### src/rtl/instr_encoder_if.sv
// instr_encoder_if: job request and encoded-instruction response bundle for instr_encoder.
interface instr_encoder_if;
    logic        in_valid;
    logic        in_ready;
    logic [2:0]  fmt;
    logic [6:0]  opcode;
    logic [4:0]  rd;
    logic [4:0]  rs1;
    logic [4:0]  rs2;
    logic [2:0]  funct3;
    logic [31:0] imm;
    logic        out_valid;
    logic        out_ready;
    logic [31:0] out_instr;
    logic        out_err;

    modport master (
        output in_valid, fmt, opcode, rd, rs1, rs2, funct3, imm, out_ready,
        input  in_ready, out_valid, out_instr, out_err
    );

    modport slave (
        input  in_valid, fmt, opcode, rd, rs1, rs2, funct3, imm, out_ready,
        output in_ready, out_valid, out_instr, out_err
    );
endinterface

### src/rtl/instr_encoder.sv
// instr_encoder: RV32 I/S/B/U/J instruction encoder feeding a 2-entry output FIFO.
// Define INSTR_ENCODER_RANGE_CHECK_EN to flag immediates the format cannot represent.
module instr_encoder #(
    parameter int COUNT_W = 16
) (
    input  logic               clk,
    input  logic               rst,
    instr_encoder_if.slave     bus,
    output logic [COUNT_W-1:0] enc_count
);
    logic [31:0]        w_instr;
    logic               w_bad;
    logic               w_err;
    logic               w_push;
    logic               w_pop;
    logic [1:0]         w_cnt_nxt;
    logic [31:0]        r_instr [2];
    logic [1:0]         r_err;
    logic               r_wp;
    logic               r_rp;
    logic [1:0]         r_cnt;
    logic               r_in_ready;
    logic [COUNT_W-1:0] r_enc_count;

    always_comb begin
        w_instr = '0;
        case (bus.fmt)
            3'd0: w_instr = {bus.imm[11:0], bus.rs1, bus.funct3, bus.rd, bus.opcode};
            3'd1: w_instr = {bus.imm[11:5], bus.rs2, bus.rs1, bus.funct3, bus.imm[4:0], bus.opcode};
            3'd2: w_instr = {bus.imm[12], bus.imm[10:5], bus.rs2, bus.rs1, bus.funct3,
                             bus.imm[4:1], bus.imm[11], bus.opcode};
            3'd3: w_instr = {bus.imm[31:12], bus.rd, bus.opcode};
            3'd4: w_instr = {bus.imm[20], bus.imm[10:1], bus.imm[11], bus.imm[19:12], bus.rd, bus.opcode};
            default: w_instr = '0;
        endcase
    end

`ifdef INSTR_ENCODER_RANGE_CHECK_EN
    // A value fits when every bit above the field's sign bit copies that sign bit.
    always_comb begin
        w_bad = 1'b0;
        case (bus.fmt)
            3'd0, 3'd1: w_bad = bus.imm[31:11] != {21{bus.imm[11]}};
            3'd2:       w_bad = bus.imm[0] || (bus.imm[31:12] != {20{bus.imm[12]}});
            3'd3:       w_bad = bus.imm[11:0] != 12'd0;
            3'd4:       w_bad = bus.imm[0] || (bus.imm[31:20] != {12{bus.imm[20]}});
            default:    w_bad = 1'b0;
        endcase
    end
`else
    assign w_bad = 1'b0;
`endif

    assign w_err     = (bus.fmt > 3'd4) || w_bad;
    assign w_push    = bus.in_valid && r_in_ready;
    assign w_pop     = (r_cnt != 2'd0) && bus.out_ready;
    assign w_cnt_nxt = r_cnt + {1'b0, w_push} - {1'b0, w_pop};

    always_ff @(posedge clk or posedge rst) begin
        if (rst) begin
            r_instr[0]  <= '0;
            r_instr[1]  <= '0;
            r_err       <= '0;
            r_wp        <= 1'b0;
            r_rp        <= 1'b0;
            r_cnt       <= '0;
            r_in_ready  <= 1'b0;
            r_enc_count <= '0;
        end else begin
            if (w_push) begin
                r_instr[r_wp] <= w_err ? 32'd0 : w_instr;
                r_err[r_wp]   <= w_err;
                r_wp          <= ~r_wp;
            end
            if (w_pop) begin
                r_rp <= ~r_rp;
                if (!r_err[r_rp])
                    r_enc_count <= r_enc_count + COUNT_W'(1);
            end
            r_cnt      <= w_cnt_nxt;
            r_in_ready <= w_cnt_nxt != 2'd2;
        end
    end

    assign bus.in_ready  = r_in_ready;
    assign bus.out_valid = r_cnt != 2'd0;
    assign bus.out_instr = (r_cnt != 2'd0) ? r_instr[r_rp] : 32'd0;
    assign bus.out_err   = (r_cnt != 2'd0) && r_err[r_rp];
    assign enc_count     = r_enc_count;
endmodule

### src/flat_wrapper.sv
// flat-port wrapper written by rule: the top's interface ports become plain ports
module instr_encoder_flat 
#(
    parameter int COUNT_W = 16
)
  (clk, rst, enc_count, bus_in_valid, bus_fmt, bus_opcode, bus_rd, bus_rs1, bus_rs2, bus_funct3, bus_imm, bus_out_ready, bus_in_ready, bus_out_valid, bus_out_instr, bus_out_err);
  instr_encoder_if bus_i ();
  input  logic clk;
  input  logic rst;
  output logic [COUNT_W-1:0] enc_count;
  input wire logic [$bits(bus_i.in_valid)-1:0] bus_in_valid;
  input wire logic [$bits(bus_i.fmt)-1:0] bus_fmt;
  input wire logic [$bits(bus_i.opcode)-1:0] bus_opcode;
  input wire logic [$bits(bus_i.rd)-1:0] bus_rd;
  input wire logic [$bits(bus_i.rs1)-1:0] bus_rs1;
  input wire logic [$bits(bus_i.rs2)-1:0] bus_rs2;
  input wire logic [$bits(bus_i.funct3)-1:0] bus_funct3;
  input wire logic [$bits(bus_i.imm)-1:0] bus_imm;
  input wire logic [$bits(bus_i.out_ready)-1:0] bus_out_ready;
  output wire logic [$bits(bus_i.in_ready)-1:0] bus_in_ready;
  output wire logic [$bits(bus_i.out_valid)-1:0] bus_out_valid;
  output wire logic [$bits(bus_i.out_instr)-1:0] bus_out_instr;
  output wire logic [$bits(bus_i.out_err)-1:0] bus_out_err;
  assign bus_i.in_valid = bus_in_valid;
  assign bus_i.fmt = bus_fmt;
  assign bus_i.opcode = bus_opcode;
  assign bus_i.rd = bus_rd;
  assign bus_i.rs1 = bus_rs1;
  assign bus_i.rs2 = bus_rs2;
  assign bus_i.funct3 = bus_funct3;
  assign bus_i.imm = bus_imm;
  assign bus_i.out_ready = bus_out_ready;
  assign bus_in_ready = bus_i.in_ready;
  assign bus_out_valid = bus_i.out_valid;
  assign bus_out_instr = bus_i.out_instr;
  assign bus_out_err = bus_i.out_err;
  instr_encoder #(.COUNT_W(COUNT_W)) u_core (.clk(clk), .rst(rst), .bus(bus_i), .enc_count(enc_count));
endmodule
### config.mk
export PLATFORM = sky130hd
export DESIGN_NAME = instr_encoder_flat
export DESIGN_NICKNAME = d
export VERILOG_FILES = /design/src/rtl/instr_encoder_if.sv /design/src/rtl/instr_encoder.sv /design/src/flat_wrapper.sv
export SDC_FILE = /design/constraint.sdc
export NUM_CORES = 1
export LEC_CHECK = 0
export CORE_AREA = 2 2 118 120
export DETAILED_ROUTE_END_ITERATION = 12
export DIE_AREA = 0 0 120 122
export GPL_ROUTABILITY_DRIVEN = 0
export PLACE_DENSITY = 0.68
export SLEW_MARGIN = 20
export SYNTH_ARGS = -nofsm -noshare
export SYNTH_HDL_FRONTEND = slang
export SYNTH_SLANG_ARGS = --single-unit
### constraint.sdc
create_clock -name clk -period 5 [get_ports clk]
set_input_delay 0.75 -clock clk [delete_from_list [all_inputs] [get_ports clk]]
set_output_delay 0.75 -clock clk [all_outputs]
set_load 0.02 [all_outputs]
==> results_dict.tcl <==
set metrics [dict create \
    status "finished, final reports clean" \
    cp-end-kind "primary output" \
    critPathKind "reg2out" \
    drv_slew 0 \
    r2r_slack_ns 2.31 \
    cellLeakagePower_nw 2.595 \
    vias 3733 \
    nNetsFinal 638 \
    synth_ff_type "dfrtp_1" \
    drive_above_1_share_pct 5.565 \
    layout_commonest_cell "clkdlybuf4s50_1" \
    reg2reg_to "u_core.enc_count[11]" \
    clock_sinks 87 \
    setup_viol 0 \
    maxCapViolCount 0 \
    wl_per_cell_um 14.42 \
    placed_area_mm2 0.005699 \
    dp_hpwl_mm 7.592 \
    cts_tree "built" \
    gr-total-overflow 0 \
    final_cell_area_mm2 0.005991 \
    route.detailed.drc 0 \
    worst_path_max_delay_cell "dfrtp_2" \
    rr_startpoint "u_core.r_rp" \
    final_cell_mix "clkdlybuf4s50_1 (114), dfrtp_1 (86), nand2_1 (83)" \
    cts_setup_buffers 0 \
    hp-start "u_core.enc_count[15]" \
    antennaDiodeCount 0 \
    hold_viol 0 \
    path_clk_slew_ns 0.06 \
    cts_buffers 9 \
    cts_max_level 3 \
    fill_cells 1314 \
    die_w_um 120 \
    reg2reg_depth 4 \
    hold_depth 1 \
    setup_tns_ns 0 \
    cp.required_ns 4.25 \
    ys_ff_latch 87 \
    syn_area_mm2 0.004439 \
    ctsHoldBuffers 0 \
    max-slew-margin-rel_pct 29.45 \
    synth_edf_count 0 \
    wl_mm 10.89 \
    dieArea_mm2 0.01464 \
    setup_slack_ns 1.777 \
    max_freq_mhz 310.3 \
    arrival_ns 2.47 \
    ant_nets 0 \
    clock_path_buffers 2 \
    first_iter_violations 205 \
    fin_crit_sh_pct 64.45 \
    ctsResizeCount 0 \
    cp_max_fo 34 \
    synth_top_area_cell "dfrtp_1" \
    peakVddDrop_uv 204.2 \
    grt_usage_pct 14.93 \
    synthArstFlopShare_pct 100.0 \
    grt_pass1_wl_mm 17.58 \
    holdPathEnd "u_core.enc_count[15]" \
    start_kind "flop" \
    syn-num-nets 545 \
    area_delta_synth_final_pct 34.95 \
    critical_path.max_stage_delay_ns 1.07 \
    numPortBuffers 114 \
    synth_area_leaders "dfrtp_1 (49%), mux2i_1 (7.9%), o21ai_0 (7.6%)" \
    worst_pin_slew_ns 1.058 \
    viasPerCell 4.944 \
    clock_skew_ns 0.005592 \
    crit_chain "mux2_4 -> nor2b_1 -> clkdlybuf4s50_1" \
    grt_max_degree 68 \
    core_area_mm2 0.01350 \
    std_cell_rows 43 \
    hp-class "reg2reg" \
    synth_cell_types 33 \
    postSynthCellCount 478 \
    powerDensity_mw_per_mm2 551.6 \
    fin_crit_ns 3.223 \
    first_pass_iters 4 \
    antenna_found_initial 0 \
    start_util_pct 32.87 \
    die_h_um 122 \
    post-place-ws_ns 1.991 \
    synth_top_area_share_pct 49.04 \
    cts_root_buf "clkbuf_16" \
    insertion_delay_ns 0.33 \
    syn_avg_cell_area_um2 9.287 \
    rsz0062_at_grt "no" \
    seq_area_frac_synth_pct 49.04 \
    yosys_warnings 0 \
    grt_pass1_vias 3556 \
    num_io_pins 115 \
]
## synth_stat cells, types with 9 or more instances
cell	count
a21oi_1	26
o22a_1	9
xnor2_1	12
nand2_1	83
o21ai_0	67
mux2_2	10
nor2_1	39
nor2b_1	21
dfrtp_1	87
clkbuf_1	31
mux2i_1	35
a32o_1	9
## power breakdown
part	internal [mW]	switching (mW)	total [mW]
combinational	0.676	0.771	1.45
sequential	0.977	0.242	1.22
clock	0.383	0.255	0.638
## critical path, delay by kind of cell (launching register included)
family | cells | cell delay (ns)
muxes | 1 | 0.38
DFF | 1 | 1.07
and+or+nand+nor | 1 | 0.13
buffers and inverters | 1 | 0.56
## through the flow
| stage | utilization [%] | power (mW) | cells | hold WS [ns] |
|---|---|---|---|---|
| floorplan | - | 2.061 | 478 | 0.4492 |
| global placement | 42.20 | 2.640 | 740 | 0.4602 |
| detailed placement | 42.20 | 2.697 | 740 | 0.4687 |
| CTS | 44.28 | 3.342 | 755 | 0.4815 |
| global route | 44.36 | 3.535 | 755 | 0.4939 |
| finish | 44.36 | 3.304 | 755 | 0.4730 |
## cell type report
class	instances	area [um2]	share of cell area, %
Clock buffer	11	232.7	3.885
Clock inverter	4	47.55	0.7937
Inverter	6	25.02	0.4177
Multi-Input combinational cell	351	2126	35.48
Sequential cell	87	2178	36.36
Tap cell	180	225.2	3.759
Timing Repair Buffer	116	1156	19.30
## sequential cells by signal, summed over array words and instances (netlist names)
| register | count |
|---|---|
| u_core.r_cnt | 2 |
| u_core.bus.in_ready | 1 |
| u_core.r_rp | 1 |
| u_core.r_instr | 64 |
| u_core.r_err | 2 |
| u_core.enc_count | 16 |
| u_core.r_wp | 1 |
## kinds of logic (layout without fill, tap and decap cells)
group	count (synthesis)	after routing	share of synthesized area (%)
compound gates	122	122	16.04
flops	87	87	49.04
mux	46	46	10.77
buf+inv	40	137	3.579
xor+xnor	18	18	3.551
simple gates	162	162	16.18
fa+ha+maj	3	3	0.8456
## worst max path at each step
stage,start,endpoint,depth (start not counted)
after floorplan,rst,u_core.bus.in_ready,1
final,u_core.r_rp,bus_out_err,3
after detailed placement,bus_fmt[2],u_core.r_instr[30],4
after global routing,u_core.r_rp,bus_out_err,3
after CTS,u_core.r_rp,bus_out_err,3
after global placement,bus_fmt[2],u_core.r_instr[56],5
## layer usage
layer	up-vias	share of wire [%]	GRT usage, %
met3	4	5.2	3.464
met4	0	0.54	3.603
met1	1787	47	19.78
li1	1829	-	-
met2	113	47	24.82
met5	-	0	0
Note: power is estimated with default switching activity, not from simulation.
